**config.mk**
```make
export PLATFORM = sky130hd
export DESIGN_NAME = immobilizer_seq_ctrl
export DESIGN_NICKNAME = d
export VERILOG_FILES = /design/src/rtl/immobilizer_seq_ctrl.sv
export SDC_FILE = /design/constraint.sdc
export NUM_CORES = 1
export LEC_CHECK = 0
export ABC_AREA = 1
export CAP_MARGIN = 0
export CORE_ASPECT_RATIO = 0.5
export CORE_MARGIN = 2
export CORE_UTILIZATION = 35
export CTS_BUF_LIST = sky130_fd_sc_hd__clkbuf_8
export CTS_CLUSTER_SIZE = 8
export DETAILED_ROUTE_END_ITERATION = 10
export DONT_BUFFER_PORTS = 1
export SLEW_MARGIN = 15
export SYNTH_ARGS = -nofsm -noshare
export SYNTH_HDL_FRONTEND = slang
export SYNTH_SLANG_ARGS = --single-unit
```
**constraint.sdc**
```tcl
create_clock -name clk -period 2 [get_ports clk]
set_clock_uncertainty 0.15 [all_clocks]
set_input_delay 0.1 -clock clk [delete_from_list [all_inputs] [get_ports clk]]
set_output_delay 0.1 -clock clk [all_outputs]
set_load 0.05 [all_outputs]
```
**src/rtl/immobilizer_seq_ctrl.sv**
```systemverilog
// Immobilizer sequencer: secret keypad code entry with per-symbol timeout, attempt
// budget and timed alarm lockout, gating the fuel pump relay enable.
module immobilizer_seq_ctrl #(
  parameter int                          SYM_W          = 2,
  parameter int                          CODE_LEN       = 4,
  parameter logic [CODE_LEN*SYM_W-1:0]   SECRET         = 8'hE4,
  parameter int                          ENTRY_TIMEOUT  = 1000,
  parameter int                          MAX_ATTEMPTS   = 3,
  parameter int                          LOCKOUT_CYCLES = 5000,
  localparam int                         ATT_W          = $clog2(MAX_ATTEMPTS + 1)
) (
  input  logic             clk,
  input  logic             rst,
  input  logic             ignition_on,
  input  logic             sym_valid,
  input  logic [SYM_W-1:0] sym,
  input  logic             brake_pressed,
  output logic             pump_enable,
  output logic             alarm,
  output logic             locked_out,
  output logic [ATT_W-1:0] attempts_left,
  output logic [2:0]       state_dbg
);

  localparam int IDX_W = (CODE_LEN > 1) ? $clog2(CODE_LEN) : 1;
  localparam int ET_W  = $clog2(ENTRY_TIMEOUT + 1);
  localparam int LT_W  = $clog2(LOCKOUT_CYCLES + 1);

  localparam logic [IDX_W-1:0] LAST_IDX  = IDX_W'(CODE_LEN - 1);
  localparam logic [ET_W-1:0]  ENT_LOAD  = ET_W'(ENTRY_TIMEOUT);
  localparam logic [LT_W-1:0]  LOCK_LOAD = LT_W'(LOCKOUT_CYCLES);
  localparam logic [ATT_W-1:0] ATT_FULL  = ATT_W'(MAX_ATTEMPTS);

  typedef enum logic [2:0] {
    S_IDLE    = 3'd0,
    S_ENTRY   = 3'd1,
    S_ARMED   = 3'd2,
    S_RUN     = 3'd3,
    S_LOCKOUT = 3'd4
  } state_e;

  state_e           state_q, state_d;
  logic [IDX_W-1:0] idx_q, idx_d;
  logic             mism_q, mism_d;
  logic [ET_W-1:0]  ent_tmr_q, ent_tmr_d;
  logic [LT_W-1:0]  lock_tmr_q, lock_tmr_d;
  logic [ATT_W-1:0] att_q, att_d;

  logic [SYM_W-1:0] exp_sym;
  logic             mism_now;
  logic             fail;
  logic [ATT_W-1:0] att_dec;

  always_comb begin
    exp_sym = '0;
    for (int i = 0; i < CODE_LEN; i++) begin
      if (idx_q == IDX_W'(i)) exp_sym = SECRET[i*SYM_W +: SYM_W];
    end
  end

  assign mism_now = mism_q | (sym != exp_sym);
  assign att_dec  = (att_q != '0) ? (att_q - ATT_W'(1)) : '0;

  always_comb begin
    state_d    = state_q;
    idx_d      = idx_q;
    mism_d     = mism_q;
    ent_tmr_d  = ent_tmr_q;
    lock_tmr_d = lock_tmr_q;
    att_d      = att_q;
    fail       = 1'b0;

    case (state_q)
      S_IDLE: begin
        idx_d  = '0;
        mism_d = 1'b0;
        if (ignition_on) begin
          state_d   = S_ENTRY;
          ent_tmr_d = ENT_LOAD;
        end
      end

      S_ENTRY: begin
        // Ignition drop outranks any symbol or expiry arriving in the same cycle.
        if (!ignition_on) begin
          state_d   = S_IDLE;
          idx_d     = '0;
          mism_d    = 1'b0;
          ent_tmr_d = '0;
        end else if (sym_valid) begin
          if (idx_q == LAST_IDX) begin
            idx_d  = '0;
            mism_d = 1'b0;
            if (!mism_now) begin
              state_d   = S_ARMED;
              att_d     = ATT_FULL;
              ent_tmr_d = '0;
            end else begin
              fail = 1'b1;
            end
          end else begin
            idx_d     = idx_q + IDX_W'(1);
            mism_d    = mism_now;
            ent_tmr_d = ENT_LOAD;
          end
        end else if (ent_tmr_q <= ET_W'(1)) begin
          fail = 1'b1;
        end else begin
          ent_tmr_d = ent_tmr_q - ET_W'(1);
        end
      end

      S_ARMED: begin
        if (!ignition_on) begin
          state_d = S_IDLE;
          idx_d   = '0;
        end else if (brake_pressed) begin
          state_d = S_RUN;
        end
      end

      S_RUN: begin
        if (!ignition_on) begin
          state_d = S_IDLE;
          idx_d   = '0;
        end
      end

      S_LOCKOUT: begin
        if (lock_tmr_q <= LT_W'(1)) begin
          state_d    = S_IDLE;
          att_d      = ATT_FULL;
          lock_tmr_d = '0;
        end else begin
          lock_tmr_d = lock_tmr_q - LT_W'(1);
        end
      end

      default: begin
        state_d    = S_IDLE;
        idx_d      = '0;
        mism_d     = 1'b0;
        ent_tmr_d  = '0;
        lock_tmr_d = '0;
      end
    endcase

    // A failed entry restarts the code from scratch unless the budget is spent.
    if (fail) begin
      idx_d     = '0;
      mism_d    = 1'b0;
      att_d     = att_dec;
      ent_tmr_d = ENT_LOAD;
      if (att_dec == '0) begin
        state_d    = S_LOCKOUT;
        lock_tmr_d = LOCK_LOAD;
        ent_tmr_d  = '0;
      end
    end
  end

  always_ff @(posedge clk or posedge rst) begin
    if (rst) begin
      state_q    <= S_IDLE;
      idx_q      <= '0;
      mism_q     <= 1'b0;
      ent_tmr_q  <= '0;
      lock_tmr_q <= '0;
      att_q      <= ATT_FULL;
    end else begin
      state_q    <= state_d;
      idx_q      <= idx_d;
      mism_q     <= mism_d;
      ent_tmr_q  <= ent_tmr_d;
      lock_tmr_q <= lock_tmr_d;
      att_q      <= att_d;
    end
  end

  assign pump_enable   = (state_q == S_RUN);
  assign alarm         = (state_q == S_LOCKOUT);
  assign locked_out    = (state_q == S_LOCKOUT);
  assign attempts_left = att_q;
  assign state_dbg     = state_q;

endmodule

```
## After elaboration in Yosys (flattened, before gate mapping)

Cells that the tools add are included.

| word-level totals | value |
|---|---|
| bits in registers | 31 |
| input port bits | 7 |

| cells by class | value |
|---|---|
| add/subtract/negate cells | 4 |
| order comparisons | 2 |
| eq/ne operators | 20 |
| mux-type cells | 53 |
| bitwise gates (word level) | 1 |
| reduce and logical (&&, ||, !) cells | 11 |

Operators by type and width:

| operator | count |
|---|---|
| 10-bit 2-to-1 mux | 8 |
| 13-bit 2-to-1 mux | 3 |
| 3-bit 2-to-1 mux | 11 |
| 10-bit one-hot mux with 3 select lines | 1 |
| 2-bit 2-to-1 mux | 14 |
| 13-bit one-hot mux with 2 select lines | 1 |
| 3-bit inequality test (second input constant) | 5 |
| 3-bit one-hot mux with 5 select lines | 1 |
| 13-bit by 1-bit less-or-equal comparator with 1-bit output (second input constant) | 1 |
| 13-bit by 1-bit subtractor with 13-bit output (second input constant) | 1 |
| 1-bit 2-to-1 mux | 11 |
| 10-bit by 1-bit less-or-equal comparator with 1-bit output (second input constant) | 1 |
| 10-bit by 1-bit subtractor with 10-bit output (second input constant) | 1 |
| 3-bit by 2-bit equality test with 1-bit output (second input constant) | 2 |
| 6-bit inequality test (second input constant) | 1 |
| 2-bit one-hot mux with 3 select lines | 1 |
| 6-bit AND reduction | 1 |
| 5-bit inequality test (second input constant) | 1 |
| 2-bit equality test (second input constant) | 2 |
| 2-bit by 1-bit inequality test with 1-bit output (second input constant) | 2 |
| 4-bit inequality test (second input constant) | 1 |
| 2-bit one-hot mux with 2 select lines | 1 |
| 4-bit AND reduction | 1 |
| 4-bit OR reduction | 1 |
| other kinds (18) | 18 |

## Longest topological paths before layout

Gate-level depths: netlist (run 1).

| logic depth | value |
|---|---|
| word-level depth | 13 |
| depth in mapped cells | 13 |

## Least setup slack after synthesis (run 1)

Ideal clock, no wire load.

| path | value |
|---|---|
| path kind | register to register |
| from | reg state_q[1] (netlist: state_dbg[1]) |
| to | reg ent_tmr_q[4] |
| library setup time | 0.118 ns |
| data arrival time | 1.773 ns |
| data required time | 1.732 ns |
| slack | -0.041 ns |
| stages on the path, launching flop included | 10 |
| buffers on the path | 0 |
| path through | dfrtp_1 > nor2_2 > inv_2 > nor2_4 > nor2_4 > o21ai_4 > nor2_2 > nand2_1 > xor2_1 > nor2_1 |

| on the way | value |
|---|---|
| word-level cells in the longest chain between the ends | 4 |
| elaborated cells on any way between the ends | 14 |
| those cells by class | eq/ne: 8; mux: 3; reduce/logical: 3 |

Ends and longest elaborated chain:

| what | RTL line | source |
|---|---|---|
| from (decl) | 42 | `state_e state_q, state_d;` |
| from (signal assigned) | 171 | `state_q <= state_d;` |
| 3-bit equality test (*) | - |  |
| net alarm | 19 | `output logic alarm,` |
| 3-bit OR reduction (no source line) (*) | - |  |
| 10-bit one-hot mux with 3 select lines / 2-bit by 1-bit inequality test with 1-bit output (equally long branches) | - |  |
| 10-bit 2-to-1 mux / 4-bit AND reduction (equally long branches) | - |  |
| to (signal assigned) | 174 | `ent_tmr_q <= ent_tmr_d;` |
| to (decl) | 45 | `logic [ET_W-1:0] ent_tmr_q, ent_tmr_d;` |

The timed path passes the listed nets; every way through them passes the cells marked *.
A chain may end at the register's enable or synchronous reset.

## Final worst setup path (run 1)

| path | value |
|---|---|
| from | reg idx_q[0] |
| to | reg att_q[0] (netlist: attempts_left[0]) |

| on the way | value |
|---|---|
| word-level cells in the longest chain between the ends | 13 |
| elaborated cells on any way between the ends | 21 |
| those cells by class | eq/ne: 9; mux: 9; bitwise: 1; reduce/logical: 2 |

Ends and longest elaborated chain:

| what | RTL line | source |
|---|---|---|
| from (decl) | 43 | `logic [IDX_W-1:0] idx_q, idx_d;` |
| from (signal assigned) | 172 | `idx_q <= idx_d;` |
| 2-bit by 1-bit equality test with 1-bit output | 57 | `if (idx_q == IDX_W'(i)) exp_sym = SECRET[i*SYM_W +: SYM_W];` |
| 1-bit 2-to-1 mux | 57 |  |
| 2-bit 2-to-1 mux (2 in a row) | 57 |  |
| 2-bit inequality test | 61 | `assign mism_now = mism_q \| (sym != exp_sym);` |
| 1-bit bitwise OR | 61 |  |
| 1-bit 2-to-1 mux | 94 | `if (!mism_now) begin` |
| 1-bit 2-to-1 mux | 91 | `if (idx_q == LAST_IDX) begin` |
| 1-bit 2-to-1 mux | 90 | `end else if (sym_valid) begin` |
| 1-bit 2-to-1 mux | 85 | `if (!ignition_on) begin` |
| 1-bit 2-to-1 mux | 73 | `case (state_q)` |
| 3-bit inequality test (no source line) (tied with other cells) | - |  |
| 6-bit AND reduction (no source line) | - |  |
| to (signal assigned) | 176 | `att_q <= att_d;` |
| to (decl) | 47 | `logic [ATT_W-1:0] att_q, att_d;` |

Parallel ways exist; a longest one is shown, timed or not.

==> reports/results.tsv, run 1 <==
metric	value	unit
cap_violations	0	
ioPinCount	15	
arrival	1.91	ns
dp_slack	0.0226	ns
end_kind	flip-flop	
wl	4.79	mm
viasPerCell	4.68	
crit_top_cell	nand2_1	
setup_viol	0	
cp_cell_sequence	ha_2 -> nor2_1 -> nand2_1 -> nand2_1 -> nand3_2 -> nand2_2 -> buf_4 -> nand4_1 -> nand2_2 -> nand2_1 -> o21ai_1	
dr.pass1.iters	4	
cp.required	2.06	ns
synthCells	308	
p_switching	0.00103	W
synth_fp_nets	322	
layout_min_cycle_time	1.85	ns
drt_iter0_drc	136	
synth_seq_cells	31	
synth-main-ff-cell	dfrtp_1	
place.gp.congestion	0.886	
holdPathStages	4	
power.leakage	1.30	nW
grt_max_degree	32	
async_flop_share	100	%
insertion_delay	0.28	ns
fin_area	0.00254	mm²
use_met1	19.9	%
slew_headroom	59.2	%
min_period_over_period	92.6	%
ys_types	32	
max_stage_delay	0.42	ns
synth_area_per_cell	7.13	µm²
pwr_density_cell	962	mW/mm²
drv_slew	0	
numCtsBuffers	5	
hp-class	in -> reg	
antenna_found_initial	0	
layout-drive-gt1-share	19.0	%
synth_edf_count	0	
p_comb_share	41.8	%
grt_pass1_vias	1849	
yosysSeqAreaShare	35.4	%
clockBufferDepth	2	
dpl_cell_area	0.00236	mm²
cp-start-kind	flip-flop	
yosysMostFrequentCell	nand2_1	
wire_per_inst	11.4	µm
r2r_cells	11	
die_w	116	µm
post_synth_instance_area	0.00220	mm²
final.setup.worst_slack	0.149	ns
dp.cells	405	
grt_use_met3	3.25	%
drcViolationCount	0	
num_antenna_cells	0	
num-nets-final	344	
synth_warnings	0	
cts_tree	done	
rsz0062_at_grt	no	
hold_end	state_dbg[1]	
dp_hpwl	3.54	mm
clkPwrFrac	19.4	%
gr-usage-all-layers	15.3	%
stdcell_count	419	
outcome	finished clean	
intPower	0.00141	W
grtUsageMet2	26.0	%
hold_ws	0.0151	ns
synth.top_cells.by_area	dfrtp_1 (33%), nand2_1 (16%), inv_1 (6.7%)	
start_util	36.3	%
port_buffers	0	
timing.rr.end	attempts_left[0]	
top_usage_layer	met2	
grt_overflow_total	0	
die_height	60.0	µm
cts_max_level	2	
ir_drop	0.000252	V
antenna_left	0	
clk_pin_slew	0.07	ns
std_cell_rows	20	
fmax	0.540	GHz
critPathMaxFanout	7	
clock_sinks	31	
yosysTopAreaCell	dfrtp_1	
seqPwrFrac	38.8	%
ff2ff_setup_slack	0.15	ns
coreArea	0.00606	mm²
syn_to_final_growth	15.6	%
path_class	reg -> reg	
switching_share	42.1	%
tightestPinTransition	0.610	ns
tns	0	ns
fp.dieArea	0.00696	mm²
crit_slowest_cell	dfrtp_1	
yosys-top-cells-count	nand2_1 (94), inv_1 (39), dfrtp_1 (29)	
min_from	sym[0]	
vias	1960	
grt_first_pass_wirelength	8.37	mm
hold_viol	0	
r2r-start	idx_q[0]	
synth_top_area_share	33.0	%
root_buffer	clkbuf_8	
## repair_timing
item                       in CTS  in global routing
setup endpoints to repair       0                 25
hold buffers                    3                  0
hold endpoints to repair       44                  0
gates resized for setup         0                 11
setup buffers                   0                  2
## state kept, by name, indices dropped and copies added (netlist names)
register / flops
attempts_left: 2
ent_tmr_q: 10
idx_q: 2
lock_tmr_q: 13
mism_q: 1
state_dbg: 3
## how the worst max path moves through the flow
stage                 start  slack, ns               end  depth (start not counted)
2_1_floorplan  state_dbg[2]      0.009      ent_tmr_q[4]                          9
3_3_place_gp       idx_q[0]       0.07      ent_tmr_q[5]                         11
3_5_place_dp       idx_q[0]       0.02      ent_tmr_q[5]                         11
4_1_cts            idx_q[0]       0.02      ent_tmr_q[5]                         11
5_1_grt            idx_q[0]      0.009      ent_tmr_q[5]                         12
6_report           idx_q[0]       0.15  attempts_left[0]                         11
## worst max-delay path, delay by kind of cell, from the launching register on
family / cells / cell delay (ns)
AO/OA/AOI/OAI: 1 / 0.08
adder cells (fa/ha/maj): 1 / 0.24
buffers and inverters: 1 / 0.13
flip-flops: 1 / 0.42
AND/OR/NAND/NOR: 8 / 0.75
## logic make-up (layout without fill, tap and decap cells)
group / after synthesis / after routing / share of synthesized area, %
buffers and inverters: 54 / 76 / 10.8
AOI/OAI and AO/OA: 36 / 36 / 10.1
xor gates and xnor gates: 10 / 10 / 3.99
and+or+nand+nor: 170 / 171 / 35.7
DFF: 31 / 31 / 35.4
adders and majority gates: 7 / 7 / 3.99
## area by class of cell
type                       instances  area [µm²]
clock buffer                       5        68.8
sequential                        31         781
multi-input combinational        224        1230
inverter                          48         180
clock inverter                     3        12.5
timing repair buffer              20         158
fill                             655        3520
tap                               88         110
## power groups by stage
| stage | clock [W] | sequential (W) | combinational [W] |
|---|---|---|---|
| 6_report | 0.000474 | 0.000948 | 0.00102 |
| 3_5_place_dp | 0 | 0.000955 | 0.00100 |
| 3_3_place_gp | 0 | 0.000950 | 0.000983 |
| 4_1_cts | 0.000480 | 0.000945 | 0.00101 |
| 2_1_floorplan | 0 | 0.000947 | 0.000812 |
| 5_1_grt | 0.000515 | 0.000978 | 0.00118 |
## cells in the final DEF, fill, tap and decap left out, types with 5 or more instances in the layout
master / netlist / routed
o21ai_1: 7 / 8
nor2_1: 28 / 28
dfrtp_1: 29 / 27
o21ai_0: 10 / 9
nand3_1: 24 / 23
xor2_1: 7 / 7
inv_1: 39 / 40
o211ai_1: 6 / 6
ha_1: 7 / 6
inv_2: 9 / 10
clkbuf_8: 0 / 5
buf_4: 3 / 17
nand2_1: 94 / 91
## per-layer routing
| layer | vias to the layer above | part of all wire (%) |
|---|---|---|
| li1 | 1021 | - |
| met1 | 906 | 50 |
| met2 | 27 | 46 |
| met3 | 6 | 2.9 |
| met4 | 0 | 1.2 |
| met5 | - | 0 |
## through the flow
stage	util, %	total power [W]
6_report	41.9	0.00244
5_1_grt	41.9	0.00267
4_1_cts	40.9	0.00244
3_5_place_dp	39.0	0.00196
3_3_place_gp	39.0	0.00193
2_1_floorplan	-	0.00176
No activity file was read; power rests on OpenSTA's default activity.
==> run 2, diff against run 1 <==
--- a/config.mk
+++ b/config.mk
@@ -14,6 +14,7 @@
 export CTS_CLUSTER_SIZE = 8
 export DETAILED_ROUTE_END_ITERATION = 10
 export DONT_BUFFER_PORTS = 1
+export MAX_ROUTING_LAYER = met4
 export SLEW_MARGIN = 15
 export SYNTH_ARGS = -nofsm -noshare
 export SYNTH_HDL_FRONTEND = slang
==> run 2 against run 1 <==
Combinational power hardly changed. Setup slack better by 0.0037 ns. Power is essentially flat. Final cell count unchanged. Register-to-register slack about the same. Hold slack got worse by 0.0030 ns. Sequential cell count stayed put. Critical endpoint unchanged. Largest power group unchanged. Highest routed layer unchanged.
==> reports/results.tsv, run 2 (same netlist as run 1, synthesis figures left out) <==
metric	value	unit
final.setup.worst_slack	0.152	ns
grt_pass1_vias	1847	
layout-drive-gt1-share	19.0	%
dr.pass1.iters	4	
dpl_cell_area	0.00236	mm²
outcome	finished clean	
std_cell_rows	20	
end_kind	flip-flop	
dp_hpwl	3.54	mm
tightestPinTransition	0.609	ns
ir_drop	0.000252	V
top_register	lock_tmr_q	
vias	1974	
cp-start-kind	flip-flop	
critPathMaxFanout	7	
cts_max_level	2	
clockBufferDepth	2	
viasPerCell	4.71	
cts_tree	done	
pwr_density_cell	962	mW/mm²
ioPinCount	15	
cp.required	2.06	ns
fin_util	41.9	%
numCtsBuffers	5	
fillers	655	
holdPathStages	4	
grt_max_degree	32	
power.leakage	1.30	nW
drv_slew	0	
ff2ff_setup_slack	0.15	ns
fmax	0.541	GHz
cap_violations	0	
gr-usage-all-layers	15.8	%
wl	4.77	mm
root_buffer	clkbuf_8	
layout_min_cycle_time	1.85	ns
fin_area	0.00254	mm²
wire_per_inst	11.4	µm
r2r_cells	11	
min_from	sym[0]	
fp.dieArea	0.00696	mm²
hp-class	in -> reg	
path_class	reg -> reg	
multi_input_area	0.00123	mm²
r2r-start	idx_q[0]	
insertion_delay	0.28	ns
final_cell_mix	nand2_1 (91), inv_1 (40), nor2_1 (28)	
clock_sinks	31	
dp.cells	405	
tns	0	ns
grt_first_pass_wirelength	8.38	mm
antenna_left	0	
place.gp.congestion	0.901	
dp_slack	0.0226	ns
ff_latch_area	781	µm²
syn_to_final_growth	15.6	%
grt_overflow_total	0	
port_buffers	0	
arrival	1.91	ns
drcViolationCount	0	
num_antenna_cells	0	
min_period_over_period	92.4	%
die_w	116	µm
num-nets-final	344	
slew_headroom	59.3	%
start_util	36.3	%
setup_viol	0	
worstSetupStartpoint	idx_q[0]	
die_height	60.0	µm
largest_register_ffs	13	
rsz0062_at_grt	no	
clk_pin_slew	0.07	ns
coreArea	0.00606	mm²
drt_iter0_drc	141	
hold_viol	0	
stdcell_count	419	
final_common_cell	nand2_1	
antenna_found_initial	0	
-- run 2: cell counts in the layout (fill, tap and decap cells not counted) --
No cell type changed its count.
-- run 2: final timing paths --
kind | to
worst min register to register | mism_q
worst max-delay path | attempts_left[0]
min in group asynchronous | lock_tmr_q[1]
worst max register to register | attempts_left[0]
max in group asynchronous | attempts_left[0]
worst min-delay path | state_dbg[1]
-- run 2: critical path: stages, from the launching register on --
cell and delay, ns:
dfrtp_1 0.42, ha_2 0.24, nor2_1 0.12, nand2_1 0.05
nand2_1 0.09, nand3_2 0.09, nand2_2 0.09, buf_4 0.13
nand4_1 0.14, nand2_2 0.13, nand2_1 0.05, o21ai_1 0.08
-- run 2: per-stage QoR --
stage	power (W)	hold WS [ns]
2_1_floorplan	0.00176	0.0519
6_report	0.00244	0.0121
5_1_grt	0.00267	0.0679
3_5_place_dp	0.00196	-0.0298
4_1_cts	0.00244	0.00162
3_3_place_gp	0.00193	-0.0482
-- run 2: metal layers --
metal  GRT usage [%]  part of all wire (%)  vias to the layer above
li1                -                     -                     1020
met1            20.0                    49                      914
met2            26.0                    46                       34
met3            3.14                   3.4                        6
met4            4.93                   1.1                        0
met5               -                     0                        -
-- run 2: report_power, final --
| part | total, W | internal [W] | leakage [nW] | switching (W) |
|---|---|---|---|---|
| Combinational | 0.00102 | 0.000398 | 0.859 | 0.000622 |
| Sequential | 0.000948 | 0.000783 | 0.391 | 0.000165 |
| Clock | 0.000473 | 0.000234 | 0.0505 | 0.000239 |
| Total | 0.00244 | 0.00141 | 1.30 | 0.00103 |
-- run 2: what timing repair did --
item | 4_1_cts | 5_1_grt
resized for setup | 0 | 11
endpoints found under the hold margin | 44 | 0
hold buffers | 3 | 0
setup endpoints to repair | 0 | 25
setup buffers | 0 | 2
-- run 2: area by class of cell --
class,instances,area share [%]
Inverter,48,7.10
Clock buffer,5,2.71
Timing Repair Buffer,20,6.21
Tap cell,88,4.34
Clock inverter,3,0.493
Sequential cell,31,30.8
Multi-Input combinational cell,224,48.4
==> run 3, diff against run 2 <==
==> constraint.sdc (replaced) <==
create_clock -name clk -period 2.34 [get_ports clk]
set_clock_uncertainty 0.15 [all_clocks]
set_input_delay 0.117 -clock clk [delete_from_list [all_inputs] [get_ports clk]]
set_output_delay 0.117 -clock clk [all_outputs]
set_load 0.05 [all_outputs]
==> run 3 against run 2 <==
Via count is 4.3% lower. Final cell count is 2.9% lower. Maximum frequency is 12% lower. Wire length is 2.8% lower. Sequential power is 13% lower. Global-route usage is 0.61 points lower. Setup slack better by 0.089 ns. Hold slack better by 0.032 ns. Non-clock buffer count is 11 lower. Design area is 4.5% lower. First-iteration DRC count is 45% lower. Largest power group is now registers.
==> reports/results.tsv, run 3 (same netlist as run 1, synthesis figures left out) <==
metric	value	unit
outcome	finished clean	
ff_latch_area	778	µm²
syn_to_final_growth	10.4	%
hold_viol	0	
pwr_density_cell	875	mW/mm²
wire_per_inst	11.4	µm
numCtsBuffers	5	
ir_drop	0.000281	V
cts_tree	done	
largest_register_ffs	13	
multi_input_area	0.00118	mm²
dpl_cell_area	0.00229	mm²
cts_max_level	2	
max_stage_delay	0.42	ns
std_cell_rows	20	
antenna_left	0	
dp_slack	0.241	ns
hp-class	in -> reg	
cp.required	2.37	ns
rsz0062_at_grt	no	
crit_top_cell	nand2_1	
post_cts_resized	0	
crit_slowest_cell	dfrtp_1	
final_common_cell	nand2_1	
path_delay_family	simple AND/OR/NAND/NOR gates	
top_register	lock_tmr_q	
fp.dieArea	0.00696	mm²
hold_ws	0.0444	ns
die_height	60.0	µm
coreArea	0.00606	mm²
clockBufferDepth	2	
power.leakage	1.26	nW
gr-usage-all-layers	15.2	%
place.gp.congestion	0.867	
tightestPinTransition	0.494	ns
drcViolationCount	0	
dr.pass1.iters	4	
clk_pin_slew	0.07	ns
viasPerCell	4.64	
fmax	0.476	GHz
num_antenna_cells	0	
tns	0	ns
end_kind	flip-flop	
vias	1890	
path_class	reg -> reg	
insertion_delay	0.28	ns
antenna_found_initial	0	
post_cts_buffers	0	
start_util	36.3	%
grt_overflow_total	0	
cp-start-kind	flip-flop	
min_period_over_period	89.7	%
die_w	116	µm
drv_slew	0	
final.setup.worst_slack	0.241	ns
critPathBufInv	1	
fin_area	0.00242	mm²
layout_min_cycle_time	2.10	ns
ioPinCount	15	
clock_sinks	31	
final_cell_mix	nand2_1 (94), inv_1 (40), dfrtp_1 (29)	
wl	4.64	mm
cap_violations	0	
arrival	2.12	ns
grt_max_degree	32	
drt_iter0_drc	77	
critPathMaxFanout	16	
dp_hpwl	3.48	mm
root_buffer	clkbuf_8	
slew_headroom	66.9	%
port_buffers	0	
fillers	661	
grt_pass1_vias	1829	
cp_cell_sequence	ha_1 -> o21ai_0 -> nand2_1 -> nand3_1 -> nand2_1 -> nand2_2 -> nand3_4 -> nand2_1 -> inv_2 -> nand2_1 -> nand2_1	
fin_util	40.0	%
layout-drive-gt1-share	13.5	%
grt_first_pass_wirelength	7.99	mm
num-nets-final	332	
setup_viol	0	
==> run 3: final cells by class <==
| type | instances | share of cell area [%] |
|---|---|---|
| well taps | 88 | 4.54 |
| flip-flops and latches | 31 | 32.1 |
| inverters | 48 | 7.43 |
| repair buffers | 9 | 3.10 |
| multi-input cells | 223 | 48.7 |
| clock inverters | 1 | 0.155 |
| clock buffers | 7 | 3.97 |
==> run 3: worst paths after layout <==
check | cells past startpoint | end | startpoint | slack [ns]
worst min register to register | 2 | mism_q | mism_q | 0.36
worst max register to register | 11 | ent_tmr_q[3] | idx_q[0] | 0.24
worst max-delay path | 11 | ent_tmr_q[3] | idx_q[0] | 0.24
min in group asynchronous | 3 | ent_tmr_q[1] | rst | 0.22
max in group asynchronous | 3 | attempts_left[1] | rst | 1.50
worst min-delay path | 4 | ent_tmr_q[0] | ignition_on | 0.04
==> run 3: stage by stage <==
step	total power [W]	instances
final	0.00212	407
after global routing	0.00231	407
after CTS	0.00214	407
after detailed placement	0.00166	396
after global placement	0.00164	396
after floorplan	0.00150	308
==> run 3: timing repair <==
action	CTS	global route
hold buffers	3	0
hold endpoints to repair	44	0
setup endpoints to repair	0	0
==> run 3: routing by layer <==
| layer | routed length (µm) | vias up | part of all wire, % | global-route usage, % |
|---|---|---|---|---|
| met5 | 0 | - | 0 | - |
| met1 | 2230 | 884 | 48 | 17.4 |
| met3 | 127 | 3 | 2.7 | 3.96 |
| li1 | - | 991 | - | - |
| met2 | 2260 | 12 | 49 | 27.9 |
| met4 | 13 | 0 | 0.28 | 2.04 |
==> run 3: power breakdown <==
group | switching (W) | internal, W | total, W | leakage, nW
clock network | 0.000205 | 0.000264 | 0.000469 | 0.0557
logic | 0.000503 | 0.000323 | 0.000826 | 0.812
registers | 0.000158 | 0.000669 | 0.000828 | 0.394
total | 0.000866 | 0.00126 | 0.00212 | 1.26
==> run 3: tightest hold or removal path, delay by kind of cell <==
kind / cells / cell delay, ns
and+or+nand+nor: 2 / 0.19
buffers and inverters: 1 / 0.05
AOI/OAI and AO/OA: 1 / 0.07
